$ cat config.mk
export PLATFORM = sky130hd
export DESIGN_NAME = bp_be_mmu_lsu
export DESIGN_NICKNAME = d
export VERILOG_FILES = /design/src/rtl/bp_be_pkg.sv /design/src/rtl/bp_be_lsu_extend.sv /design/src/rtl/bp_be_mmu_lsu.sv
export SDC_FILE = /design/constraint.sdc
export NUM_CORES = 1
export LEC_CHECK = 0
export ABC_AREA = 1
export CAP_MARGIN = 5
export CORE_AREA = 5 5 152 154
export DETAILED_ROUTE_END_ITERATION = 8
export DIE_AREA = 0 0 157 159
export HOLD_SLACK_MARGIN = 0.1
export PLACE_DENSITY = 0.81
export SYNTH_ARGS = -nofsm -noshare
export SYNTH_HDL_FRONTEND = slang
export SYNTH_SLANG_ARGS = --single-unit
$ cat constraint.sdc
create_clock -name clk_i -period 10.1 [get_ports clk_i]
set_input_delay 2.02 -clock clk_i [delete_from_list [all_inputs] [get_ports clk_i]]
set_output_delay 2.02 -clock clk_i [all_outputs]
set_load 0.1 [all_outputs]
$ cat src/rtl/bp_be_pkg.sv
// Backend types shared by the MMU load/store path: command/response structs, op encoding,
// LSU state encoding and the op -> access-size decode.
package bp_be_pkg;

    localparam int unsigned rv64_eaddr_width_gp    = 64;
    localparam int unsigned rv64_reg_data_width_gp = 64;

    // Low two bits of a memory op encode log2(bytes); bit 3 marks stores, bit 2 unsigned loads.
    typedef enum logic [3:0] {
        e_lb  = 4'b0000,
        e_lh  = 4'b0001,
        e_lw  = 4'b0010,
        e_ld  = 4'b0011,
        e_lbu = 4'b0100,
        e_lhu = 4'b0101,
        e_lwu = 4'b0110,
        e_sb  = 4'b1000,
        e_sh  = 4'b1001,
        e_sw  = 4'b1010,
        e_sd  = 4'b1011
    } bp_be_fu_op_e;

    typedef enum logic [1:0] {
        e_idle,
        e_req,
        e_wait,
        e_resp
    } bp_be_lsu_state_e;

    typedef struct packed {
        logic load_misaligned;
        logic store_misaligned;
    } bp_be_exception_s;

    typedef struct packed {
        bp_be_fu_op_e                      mem_op;
        logic [rv64_eaddr_width_gp-1:0]    vaddr;
        logic [rv64_reg_data_width_gp-1:0] data;
    } bp_be_mmu_cmd_s;

    typedef struct packed {
        bp_be_exception_s                  exception;
        logic [rv64_reg_data_width_gp-1:0] data;
    } bp_be_mmu_resp_s;

    typedef struct packed {
        logic       w;
        logic [1:0] size;
        logic       sext;
    } bp_be_lsu_decode_s;

    // Anything that is not a memory op behaves as LD.
    function automatic bp_be_lsu_decode_s bp_be_lsu_decode(bp_be_fu_op_e op);
        bp_be_lsu_decode_s dec;
        dec = '{w: 1'b0, size: 2'd3, sext: 1'b1};
        case (op)
            e_lb:    dec = '{w: 1'b0, size: 2'd0, sext: 1'b1};
            e_lh:    dec = '{w: 1'b0, size: 2'd1, sext: 1'b1};
            e_lw:    dec = '{w: 1'b0, size: 2'd2, sext: 1'b1};
            e_lbu:   dec = '{w: 1'b0, size: 2'd0, sext: 1'b0};
            e_lhu:   dec = '{w: 1'b0, size: 2'd1, sext: 1'b0};
            e_lwu:   dec = '{w: 1'b0, size: 2'd2, sext: 1'b0};
            e_sb:    dec = '{w: 1'b1, size: 2'd0, sext: 1'b0};
            e_sh:    dec = '{w: 1'b1, size: 2'd1, sext: 1'b0};
            e_sw:    dec = '{w: 1'b1, size: 2'd2, sext: 1'b0};
            e_sd:    dec = '{w: 1'b1, size: 2'd3, sext: 1'b0};
            default: dec = '{w: 1'b0, size: 2'd3, sext: 1'b1};
        endcase
        return dec;
    endfunction

    // Byte-offset bits that must be zero for an access of the given size.
    function automatic logic [2:0] bp_be_size_mask(logic [1:0] size);
        logic [2:0] mask;
        mask = 3'b111;
        case (size)
            2'd0:    mask = 3'b000;
            2'd1:    mask = 3'b001;
            2'd2:    mask = 3'b011;
            default: mask = 3'b111;
        endcase
        return mask;
    endfunction

endpackage

$ cat src/rtl/bp_be_lsu_extend.sv
// Combinational sign/zero extension of right-justified load data by access size.
module bp_be_lsu_extend #(
    parameter int unsigned data_width_p = 64
) (
    input  logic [1:0]              size_i,
    input  logic                    sext_i,
    input  logic [data_width_p-1:0] data_i,
    output logic [data_width_p-1:0] data_o
);

    always_comb begin
        data_o = data_i;
        unique case (size_i)
            2'd0: data_o = {{(data_width_p-8){sext_i & data_i[7]}}, data_i[7:0]};
            2'd1: data_o = {{(data_width_p-16){sext_i & data_i[15]}}, data_i[15:0]};
            2'd2: data_o = {{(data_width_p-32){sext_i & data_i[31]}}, data_i[31:0]};
            2'd3: data_o = data_i;
        endcase
    end

endmodule

$ cat src/rtl/bp_be_mmu_lsu.sv
// Load/store unit behind the backend MMU command port: one op in flight, one aligned memory
// request per op. Define BP_BE_MMU_LSU_MISALIGN_CHECK_EN to trap misaligned accesses.
module bp_be_mmu_lsu
    import bp_be_pkg::*;
#(
    parameter int unsigned eaddr_width_p = rv64_eaddr_width_gp,
    parameter int unsigned data_width_p  = rv64_reg_data_width_gp
) (
    input  logic                     clk_i,
    input  logic                     reset_i,
    input  bp_be_mmu_cmd_s           mmu_cmd_i,
    input  logic                     mmu_cmd_v_i,
    output logic                     mmu_cmd_ready_o,
    output bp_be_mmu_resp_s          mmu_resp_o,
    output logic                     mmu_resp_v_o,
    input  logic                     mmu_resp_ready_i,
    output logic                     mem_req_v_o,
    input  logic                     mem_req_ready_i,
    output logic                     mem_req_w_o,
    output logic [1:0]               mem_req_size_o,
    output logic [eaddr_width_p-1:0] mem_req_addr_o,
    output logic [data_width_p-1:0]  mem_req_data_o,
    input  logic                     mem_resp_v_i,
    input  logic [data_width_p-1:0]  mem_resp_data_i
);

    bp_be_lsu_state_e                  state_q, state_d;
    bp_be_mmu_cmd_s                    cmd_q, cmd_d;
    logic [rv64_reg_data_width_gp-1:0] data_q, data_d;
    bp_be_exception_s                  exc_q, exc_d;
    bp_be_lsu_decode_s                 dec_q;
    logic [data_width_p-1:0]           ext_data;
    logic [rv64_reg_data_width_gp-1:0] store_data;
    logic [rv64_eaddr_width_gp-1:0]    addr_aligned;

`ifdef BP_BE_MMU_LSU_MISALIGN_CHECK_EN
    bp_be_lsu_decode_s dec_in;
    logic              misaligned_in;

    assign dec_in        = bp_be_lsu_decode(mmu_cmd_i.mem_op);
    assign misaligned_in = |(mmu_cmd_i.vaddr[2:0] & bp_be_size_mask(dec_in.size));
`endif

    assign dec_q = bp_be_lsu_decode(cmd_q.mem_op);

    bp_be_lsu_extend #(
        .data_width_p(data_width_p)
    ) extend (
        .size_i(dec_q.size),
        .sext_i(dec_q.sext),
        .data_i(mem_resp_data_i),
        .data_o(ext_data)
    );

    always_comb begin
        store_data = cmd_q.data;
        unique case (dec_q.size)
            2'd0: store_data = {56'b0, cmd_q.data[7:0]};
            2'd1: store_data = {48'b0, cmd_q.data[15:0]};
            2'd2: store_data = {32'b0, cmd_q.data[31:0]};
            2'd3: store_data = cmd_q.data;
        endcase
    end

    // Low offset bits are dropped rather than trapped when the misalign check is absent.
    assign addr_aligned = cmd_q.vaddr
                          & ~{{(rv64_eaddr_width_gp-3){1'b0}}, bp_be_size_mask(dec_q.size)};

    assign mem_req_w_o    = dec_q.w;
    assign mem_req_size_o = dec_q.size;
    assign mem_req_addr_o = eaddr_width_p'(addr_aligned);
    assign mem_req_data_o = data_width_p'(store_data);
    assign mmu_resp_o     = '{exception: exc_q, data: data_q};

    always_comb begin
        state_d         = state_q;
        cmd_d           = cmd_q;
        data_d          = data_q;
        exc_d           = exc_q;
        mmu_cmd_ready_o = 1'b0;
        mem_req_v_o     = 1'b0;
        mmu_resp_v_o    = 1'b0;
        unique case (state_q)
            e_idle: begin
                mmu_cmd_ready_o = 1'b1;
                if (mmu_cmd_v_i) begin
                    cmd_d   = mmu_cmd_i;
                    data_d  = '0;
                    exc_d   = '0;
                    state_d = e_req;
`ifdef BP_BE_MMU_LSU_MISALIGN_CHECK_EN
                    if (misaligned_in) begin
                        exc_d.load_misaligned  = ~dec_in.w;
                        exc_d.store_misaligned = dec_in.w;
                        state_d                = e_resp;
                    end
`endif
                end
            end
            e_req: begin
                mem_req_v_o = 1'b1;
                if (mem_req_ready_i) begin
                    state_d = e_wait;
                end
            end
            e_wait: begin
                if (mem_resp_v_i) begin
                    data_d  = dec_q.w ? '0 : rv64_reg_data_width_gp'(ext_data);
                    state_d = e_resp;
                end
            end
            e_resp: begin
                mmu_resp_v_o = 1'b1;
                if (mmu_resp_ready_i) begin
                    state_d = e_idle;
                end
            end
        endcase
    end

    always_ff @(posedge clk_i or posedge reset_i) begin
        if (reset_i) begin
            state_q <= e_idle;
            cmd_q   <= '0;
            data_q  <= '0;
            exc_q   <= '0;
        end else begin
            state_q <= state_d;
            cmd_q   <= cmd_d;
            data_q  <= data_d;
            exc_q   <= exc_d;
        end
    end

endmodule

== After elaboration in Yosys (flattened, before gate mapping) ==
Memory sizes are Yosys's and may differ from the RTL's.
Cells that the tools add are included.
Word-level totals
  memories kept: 1
  output and inout bits: 200
  bits in registers: 198
  ROM bits: 64
Operators by class
  eq/ne operators: 10
  mux-type cells: 15
  bitwise logic cells: 5
  reduce and logical (&&, ||, !) cells: 6
Memory list
  (no name shown): words 16, width 4, read ports 1, clocked after Yosys merged registers in 0, wr ports 0, RTL line bp_be_pkg.sv:56  | case (op)
Operators by type and width (count)
  64-bit case mux with 4 select lines: 2
  64-bit two-way mux: 3
  64-bit case mux with 2 select lines: 1
  64-bit AND: 1
  3-bit inverter with 64-bit output: 1
  3-bit case mux with 3 select lines: 1
  2-bit == test (second input constant): 4
  2-bit two-way mux: 4
  2-bit inequality test (second input constant): 4
  2-bit case mux with 4 select lines: 1
  2-bit by 1-bit == test with 1-bit output (second input constant): 2
  2-bit logical NOT: 2
  4-bit AND reduction: 1
  1-bit AND: 3
  1-bit two-way mux: 3
  3-bit AND reduction: 1
  2-bit AND reduction: 1
  2-bit nonzero test: 1

== Logic depth before layout (Yosys ltp) ==
Gate-level depths: netlist (run 1).
An unclocked memory read counts as a cell.
  depth after elaboration: 6
  depth in mapped cells: 10
  gate-level depth less buffers: 9

== Modules after synthesis ==
Synthesis (run 1) repeated with hierarchy kept, for this count alone.
Unflattened totals
  cells, all modules: 1197
  area, all modules: 10013.4 sq um
By module, submodules not included
  bp_be_mmu_lsu: sequential area each 4954.8 sq um, cells an instance 1042, area an instance 9173.8 sq um, times used 1
  bp_be_lsu_extend: sequential area each 0.0 sq um, cells an instance 155, area an instance 839.6 sq um, times used 1

== Worst setup path after synthesis (run 1) ==
Ideal clock, no wire load.
  path kind: flip-flop to output port
  start point: register cmd_q[130] (netlist name)
  end point: output port mem_req_addr_o[1]
  buffers on the path: 1
  setup slack: 5402 ps
  stages on the path, launching flop included: 5
  arrival: 2678 ps
  path through: dfrtp_1 > nand2_2 > nand2_4 > clkbuf_1 > nor2_1
Between the ends
  longest elaborated chain between the ends: 5
  elaborated cells on any way between the ends: 7
  those cells by class: eq/ne: 2; mux: 1; bitwise: 2; reduce/logical: 1; memory: 1
Ends and longest elaborated chain
  start: declaration: RTL line bp_be_mmu_lsu.sv:28  | bp_be_mmu_cmd_s cmd_q, cmd_d;
  start signal: assignment: RTL line bp_be_mmu_lsu.sv:129  | cmd_q <= cmd_d;
  memory read 16 x 4 bit *
  net mem_req_size_o[1]: RTL line bp_be_mmu_lsu.sv:20  | output logic [1:0] mem_req_size_o,
  2-bit == test, or another cell as far along: RTL line bp_be_pkg.sv:76  | case (size)
  3-bit case mux with 3 select lines *: RTL line bp_be_pkg.sv:76
  3-bit inverter with 64-bit output *: RTL line bp_be_mmu_lsu.sv:67  | & ~{{(rv64_eaddr_width_gp-3){1'b0}}, bp_be_size_mask(dec_q.size)};
  64-bit AND *: RTL line bp_be_mmu_lsu.sv:67
  end: declaration: RTL line bp_be_mmu_lsu.sv:21  | output logic [eaddr_width_p-1:0] mem_req_addr_o,
Mark *: on every way through the listed nets, which the timed path passes. The rest lies on a longest branch.

== Final worst setup path (run 1) ==
  start point: register cmd_q[130] (netlist name)
  end point: output port mem_req_data_o[63]
Between the ends
  longest elaborated chain between the ends: 3
  elaborated cells on any way between the ends: 6
  those cells by class: eq/ne: 3; mux: 1; reduce/logical: 1; memory: 1
Ends and longest elaborated chain
  memory read 16 x 4 bit *
  2-bit == test, or another cell as far along: RTL line bp_be_mmu_lsu.sv:57  | unique case (dec_q.size)
  64-bit case mux with 4 select lines *: RTL line bp_be_mmu_lsu.sv:57
  end: declaration: RTL line bp_be_mmu_lsu.sv:22  | output logic [data_width_p-1:0] mem_req_data_o,
Mark *: on every way between the ends. The rest lies on a longest branch, timed or not. The select of a mux whose other input is x is not followed.

==> results of run 1 <==
==> final cells by class <==
cell class | instances | area [um^2]
Clock inverter | 14 | 180
Timing Repair Buffer | 404 | 4030
Inverter | 84 | 328
Tap cell | 280 | 350
Multi-Input combinational cell | 633 | 3160
Fill cell | 1763 | 8110
Sequential cell | 198 | 4950
Clock buffer | 18 | 439
==> metal layers <==
layer	share of wire	track usage	vias up
met5	0	0	-
met3	0.096	0.0666	38
met1	0.40	0.260	3484
li1	-	-	3699
met2	0.48	0.346	299
met4	0.023	0.0651	0
==> worst register-to-register path: cells and delay by family (launching register included) <==
| family | cells | cell delay, ps |
|---|---|---|
| adders and majority gates | 1 | 290 |
| buffers and inverters | 3 | 1600 |
| muxes | 1 | 450 |
| DFF | 1 | 410 |
| and+or+nand+nor | 1 | 400 |
==> stage by stage <==
step	utilization	hold WS (ps)	instance area, um^2
after floorplan	-	480	9210
after global placement	0.595	461	12800
after detailed placement	0.595	465	12800
after CTS	0.624	485	13400
after global routing	0.624	503	13400
final	0.624	481	13400
==> cells in the mapped netlist <==
cell type  count  area (um^2)
inv_1         81          304
or2_2          8         50.1
conb_1         1         3.75
nand2_1      321         1200
nand2_4        2         22.5
inv_2          1         3.75
nor2_4         1         11.3
mux2_2        77          867
ha_1           4         50.1
nor2_1       144          541
o22ai_1        1         6.26
buf_6          5         56.3
nand3_1        2         10.0
a21oi_1       56          280
nand4_2        1         12.5
buf_2         29          145
inv_4          2         12.5
o21ai_0       10         50.1
a21oi_2        1         8.76
nor2_2         1         6.26
dfrtp_1      198         4950
buf_1          7         26.3
clkbuf_1      10         37.5
nand4_1        1         6.26
buf_4         71          533
nand2_2        1         6.26
==> registers in the layout, indices dropped and copies added (netlist names) <==
signal   flops
cmd_q      132
data_q      64
state_q      2
==> logic make-up after synthesis <==
family                     Yosys count  synth area share
buffers and inverters              206             0.121
other                                1          0.000407
muxes                               77            0.0941
and+or+nand+nor                    482             0.203
adders and majority gates            4           0.00543
AOI/OAI and AO/OA                   68            0.0375
DFF                                198             0.538
==> worst min path at each step <==
stage                 end  cells after the start  slack, ps
2_1_floorplan   cmd_q[10]                      1        480
3_3_place_gp   data_q[23]                      2        460
3_5_place_dp    data_q[9]                      2        460
4_1_cts        data_q[34]                      2        490
5_1_grt         data_q[9]                      2        500
6_report       data_q[25]                      2        480
==> cell usage in the layout, fill, tap and decap left out, types with 7 or more instances in the layout <==
cell type        count
clkdlybuf4s50_1    399
nand2_1            320
dfrtp_1            198
nor2_1             144
inv_1               80
mux2_2              77
a21oi_1             56
clkbuf_16           17
o21ai_0             10
or2_2                8
clkinv_8             7
==> results.json, run 1 <==
{
  "worstReg2RegStart": "state_q[0]",
  "crit_fanout": 34,
  "crit_family": "buffers and inverters",
  "cp.arrival_ps": 4080,
  "netlist_area_mm2": 0.00921,
  "fin_crit_ps": 6100,
  "start_kind": "register",
  "cts_resized": 0,
  "drt_iter0_drc": 444,
  "hpwl_mm": 19.3,
  "cp.required_ps": 8080,
  "yosysUniqueCellTypes": 26,
  "grt_max_degree": 120,
  "fin_crit_sh": 0.604,
  "cp.depth": 5,
  "finalHoldViolCount": 0,
  "cts.clk_slew.worst_paths_ps": 80,
  "cts_max_level": 4,
  "hp-start": "data_q[25]",
  "min_path_type": "reg2reg",
  "portBuffers": 399,
  "worst_pin_slew_ps": 1130,
  "grt_pass1_vias": 7728,
  "vias_per_cell": 4.61,
  "ys_ff_latch": 198,
  "cts.sinks": 198,
  "fin_ws_ps": 4000,
  "grt_usage": 0.209,
  "cts_tree": "built",
  "cap_viol_max_count": 0,
  "ant_nets": 0,
  "tns_ps": 0,
  "clock_skew_ps": 11.1,
  "crit_type": "reg2out",
  "root_buffer": "clkbuf_16",
  "numCtsBuffers": 17,
  "insertedDiodeCount": 0,
  "crit_path_max_incr_delay_ps": 1180,
  "place_ws_ps": 4450,
  "vias": 7520,
  "totalWireLength_mm": 26.6,
  "final_layout_size_suffix_gt1_frac": 0.0992,
  "drv_slew": 0,
  "regToRegSetupSlack_ps": 6840,
  "die_h_um": 159,
  "core.rowCount": 54,
  "antenna_found_initial": 0,
  "overflow": 0,
  "startpoint": "cmd_q[130]",
  "max_freq_ghz": 0.164,
  "design.core.area_mm2": 0.0216,
  "path_cells": "nand2_2, nand2_1, inv_1, nor2_1, clkdlybuf4s50_1",
  "synth_cells": 1036,
  "crit_buf_inv": 2,
  "num-nets-final": 1544,
  "stdcell_count": 1631,
  "clkLatencyLatePin_ps": 430,
  "synth.yosys.seq_area_share": 0.538,
  "remaining_drc_errors": 0,
  "status": "finished clean",
  "io_pins": 402,
  "cp-endpoint": "mem_req_data_o[63]",
  "slew_headroom": 0.243,
  "cts_buffer_depth": 2,
  "start_util": 0.427,
  "rsz0062_at_grt": "false",
  "rr_worst_depth": 6,
  "yosysWarnings": 0,
  "setup_viol": 0,
  "routedWlPerCell_um": 16.3,
  "endpoint_kind": "primary output",
  "dp_cells": 1599,
  "grt_pass1_wl_mm": 41.3,
  "drt_first_pass_iters": 5,
  "post_cts_buffers": 0,
  "gp_congestion": 0.838,
  "die_area_mm2": 0.0250,
  "syn_avg_cell_area_um2": 8.89,
  "r2r_end": "cmd_q[0]",
  "ctsHoldBuffers": 0,
  "die_w_um": 157,
  "crit_slowest_cell": "clkdlybuf4s50_1",
  "area_growth_pct": 45.9
}
Power of run 1 is left out: the tool's default activity adds up to more than one toggle a clock period on the data nets, which glitch-free logic cannot reach.
==> run 2: changes to the inputs <==
--- a/config.mk
+++ b/config.mk
@@ -7,11 +7,11 @@
 export LEC_CHECK = 0
 export ABC_AREA = 1
 export CAP_MARGIN = 5
-export CORE_AREA = 5 5 152 154
+export CORE_MARGIN = 5
+export CORE_UTILIZATION = 39
 export DETAILED_ROUTE_END_ITERATION = 8
-export DIE_AREA = 0 0 157 159
 export HOLD_SLACK_MARGIN = 0.1
-export PLACE_DENSITY = 0.81
+export PLACE_DENSITY = 0.78
 export SYNTH_ARGS = -nofsm -noshare
 export SYNTH_HDL_FRONTEND = slang
 export SYNTH_SLANG_ARGS = --single-unit
==> constraint.sdc (replaced) <==
create_clock -name clk_i -period 5.3 [get_ports clk_i]
set_input_delay 1.06 -clock clk_i [delete_from_list [all_inputs] [get_ports clk_i]]
set_output_delay 1.06 -clock clk_i [all_outputs]
set_load 0.1 [all_outputs]
==> run 2 against run 1 <==
Utilization shrank 4.9 points. Worst setup slack worse by 2900 ps. Routed wire length rose by 0.86%. Largest cell class unchanged. Worst hold slack worse by 1.3 ps. Final area down 0.19%. Register-to-register slack worse by 4500 ps. Critical path type unchanged. Sequential cell count stayed put. Via count increased by 1.2%. Global-route usage fell by 1.3 points. Clock skew up 2.8 ps.
==> results.json, run 2 (synthesis results as in run 1) <==
{
  "grt_pass1_wl_mm": 41.1,
  "top_regs": "cmd_q: 132 flops, data_q: 64 flops, state_q: 2 flops",
  "setup_viol": 0,
  "totalWireLength_mm": 26.8,
  "drt_iter0_drc": 360,
  "cts_resized": 0,
  "hpwl_mm": 20.0,
  "die_h_um": 164,
  "core.rowCount": 56,
  "rsz0062_at_grt": "false",
  "crit_type": "reg2out",
  "final_layout_size_suffix_gt1_frac": 0.123,
  "path_cells": "nand2_2, nand2_1, inv_1, nor2_1, buf_4",
  "gp_congestion": 0.825,
  "largest_reg_flops": 132,
  "fin_crit_ps": 4250,
  "drv_slew": 0,
  "grt_max_degree": 101,
  "overflow": 0,
  "final_common_cell": "clkdlybuf4s50_1",
  "cts_max_level": 4,
  "grt_usage": 0.196,
  "cts_tree": "built",
  "crit_fanout": 34,
  "dp_cells": 1640,
  "status": "finished clean",
  "portBuffers": 399,
  "start_kind": "register",
  "layout_common_cells": "clkdlybuf4s50_1 (367), nand2_1 (320), dfrtp_1 (198)",
  "cp.arrival_ps": 3190,
  "clock_skew_ps": 14.0,
  "vias_per_cell": 4.56,
  "cts_buffer_depth": 2,
  "design.core.area_mm2": 0.0233,
  "die_area_mm2": 0.0268,
  "io_pins": 402,
  "insertedDiodeCount": 0,
  "min_path_type": "reg2reg",
  "die_w_um": 164,
  "crit_slowest_cell": "nand2_1",
  "regArea_mm2": 0.00495,
  "worst_pin_slew_ps": 1130,
  "slew_headroom": 0.242,
  "cp.required_ps": 4240,
  "post_cts_buffers": 0,
  "remaining_drc_errors": 0,
  "drt_first_pass_iters": 4,
  "vias": 7612,
  "clkLatencyLatePin_ps": 430,
  "cts.sinks": 198,
  "regToRegSetupSlack_ps": 2360,
  "tns_ps": 0,
  "start_util": 0.395,
  "cap_viol_max_count": 0,
  "num-nets-final": 1546,
  "grt_pass1_vias": 7745,
  "num-fill-cells": 2049,
  "ctsHoldBuffers": 0,
  "numCtsBuffers": 17,
  "finalHoldViolCount": 0,
  "area_growth_pct": 45.6,
  "crit_path_max_incr_delay_ps": 840,
  "endpoint_kind": "primary output",
  "max_freq_ghz": 0.235,
  "largest-register": "cmd_q",
  "multi_input_area_mm2": 0.00316,
  "routedWlPerCell_um": 16.0,
  "stdcell_count": 1671,
  "root_buffer": "clkbuf_16",
  "antenna_found_initial": 0,
  "fin_crit_sh": 0.801,
  "ant_nets": 0,
  "cts.clk_slew.worst_paths_ps": 80
}
## run 2: changes by cell type in the layout (fill, tap and decap cells not counted)
cell / delta
bufinv_16: +1
clkinvlp_4: +1
buf_4: +32
clkinv_4: +1
clkbuf_8: -1
clkinv_8: -5
buf_12: +2
clkbuf_1: +1
inv_8: +1
clkdlybuf4s50_1: -32
## run 2: final timing paths
kind	start	end	depth (start not counted)
min	data_q[48]	data_q[48]	2
min reg2reg	data_q[48]	data_q[48]	2
max in group asynchronous	reset_i	data_q[17]	3
min in group asynchronous	reset_i	cmd_q[98]	2
max	cmd_q[130]	mem_req_data_o[40]	5
max reg2reg	cmd_q[130]	data_q[15]	9
## run 2: cell type report
| cell class | count | share of cell area |
|---|---|---|
| sequential | 198 | 0.369 |
| timing repair buffer | 406 | 0.298 |
| multi-input combinational | 633 | 0.235 |
| clock buffer | 18 | 0.0320 |
| tap | 319 | 0.0298 |
| inverter | 84 | 0.0242 |
| clock inverter | 13 | 0.0119 |
## run 2: through the flow
step           setup WS (ps)  utilization  hold slack [ps]  cell area [um^2]
3_5_place_dp            1460        0.550              464             12800
6_report                1050        0.575              480             13400
4_1_cts                  971        0.575              484             13400
5_1_grt                  727        0.575              500             13400
3_3_place_gp            1570        0.550              461             12800
2_1_floorplan           1560            -              480              9220
## run 2: layer usage
layer	track usage	routed length, um	share of wire
met1	0.235	10700	0.40
met2	0.330	12900	0.48
met3	0.0669	2550	0.095
met4	0.0660	605	0.023
met5	0	0	0
## run 2: critical path: cells and delay by family (launching register included)
family | cells | cell delay [ps]
buffers and inverters | 2 | 1100
flip-flops | 1 | 390
AND/OR/NAND/NOR | 3 | 1240
Power of run 2 is left out for the same reason.
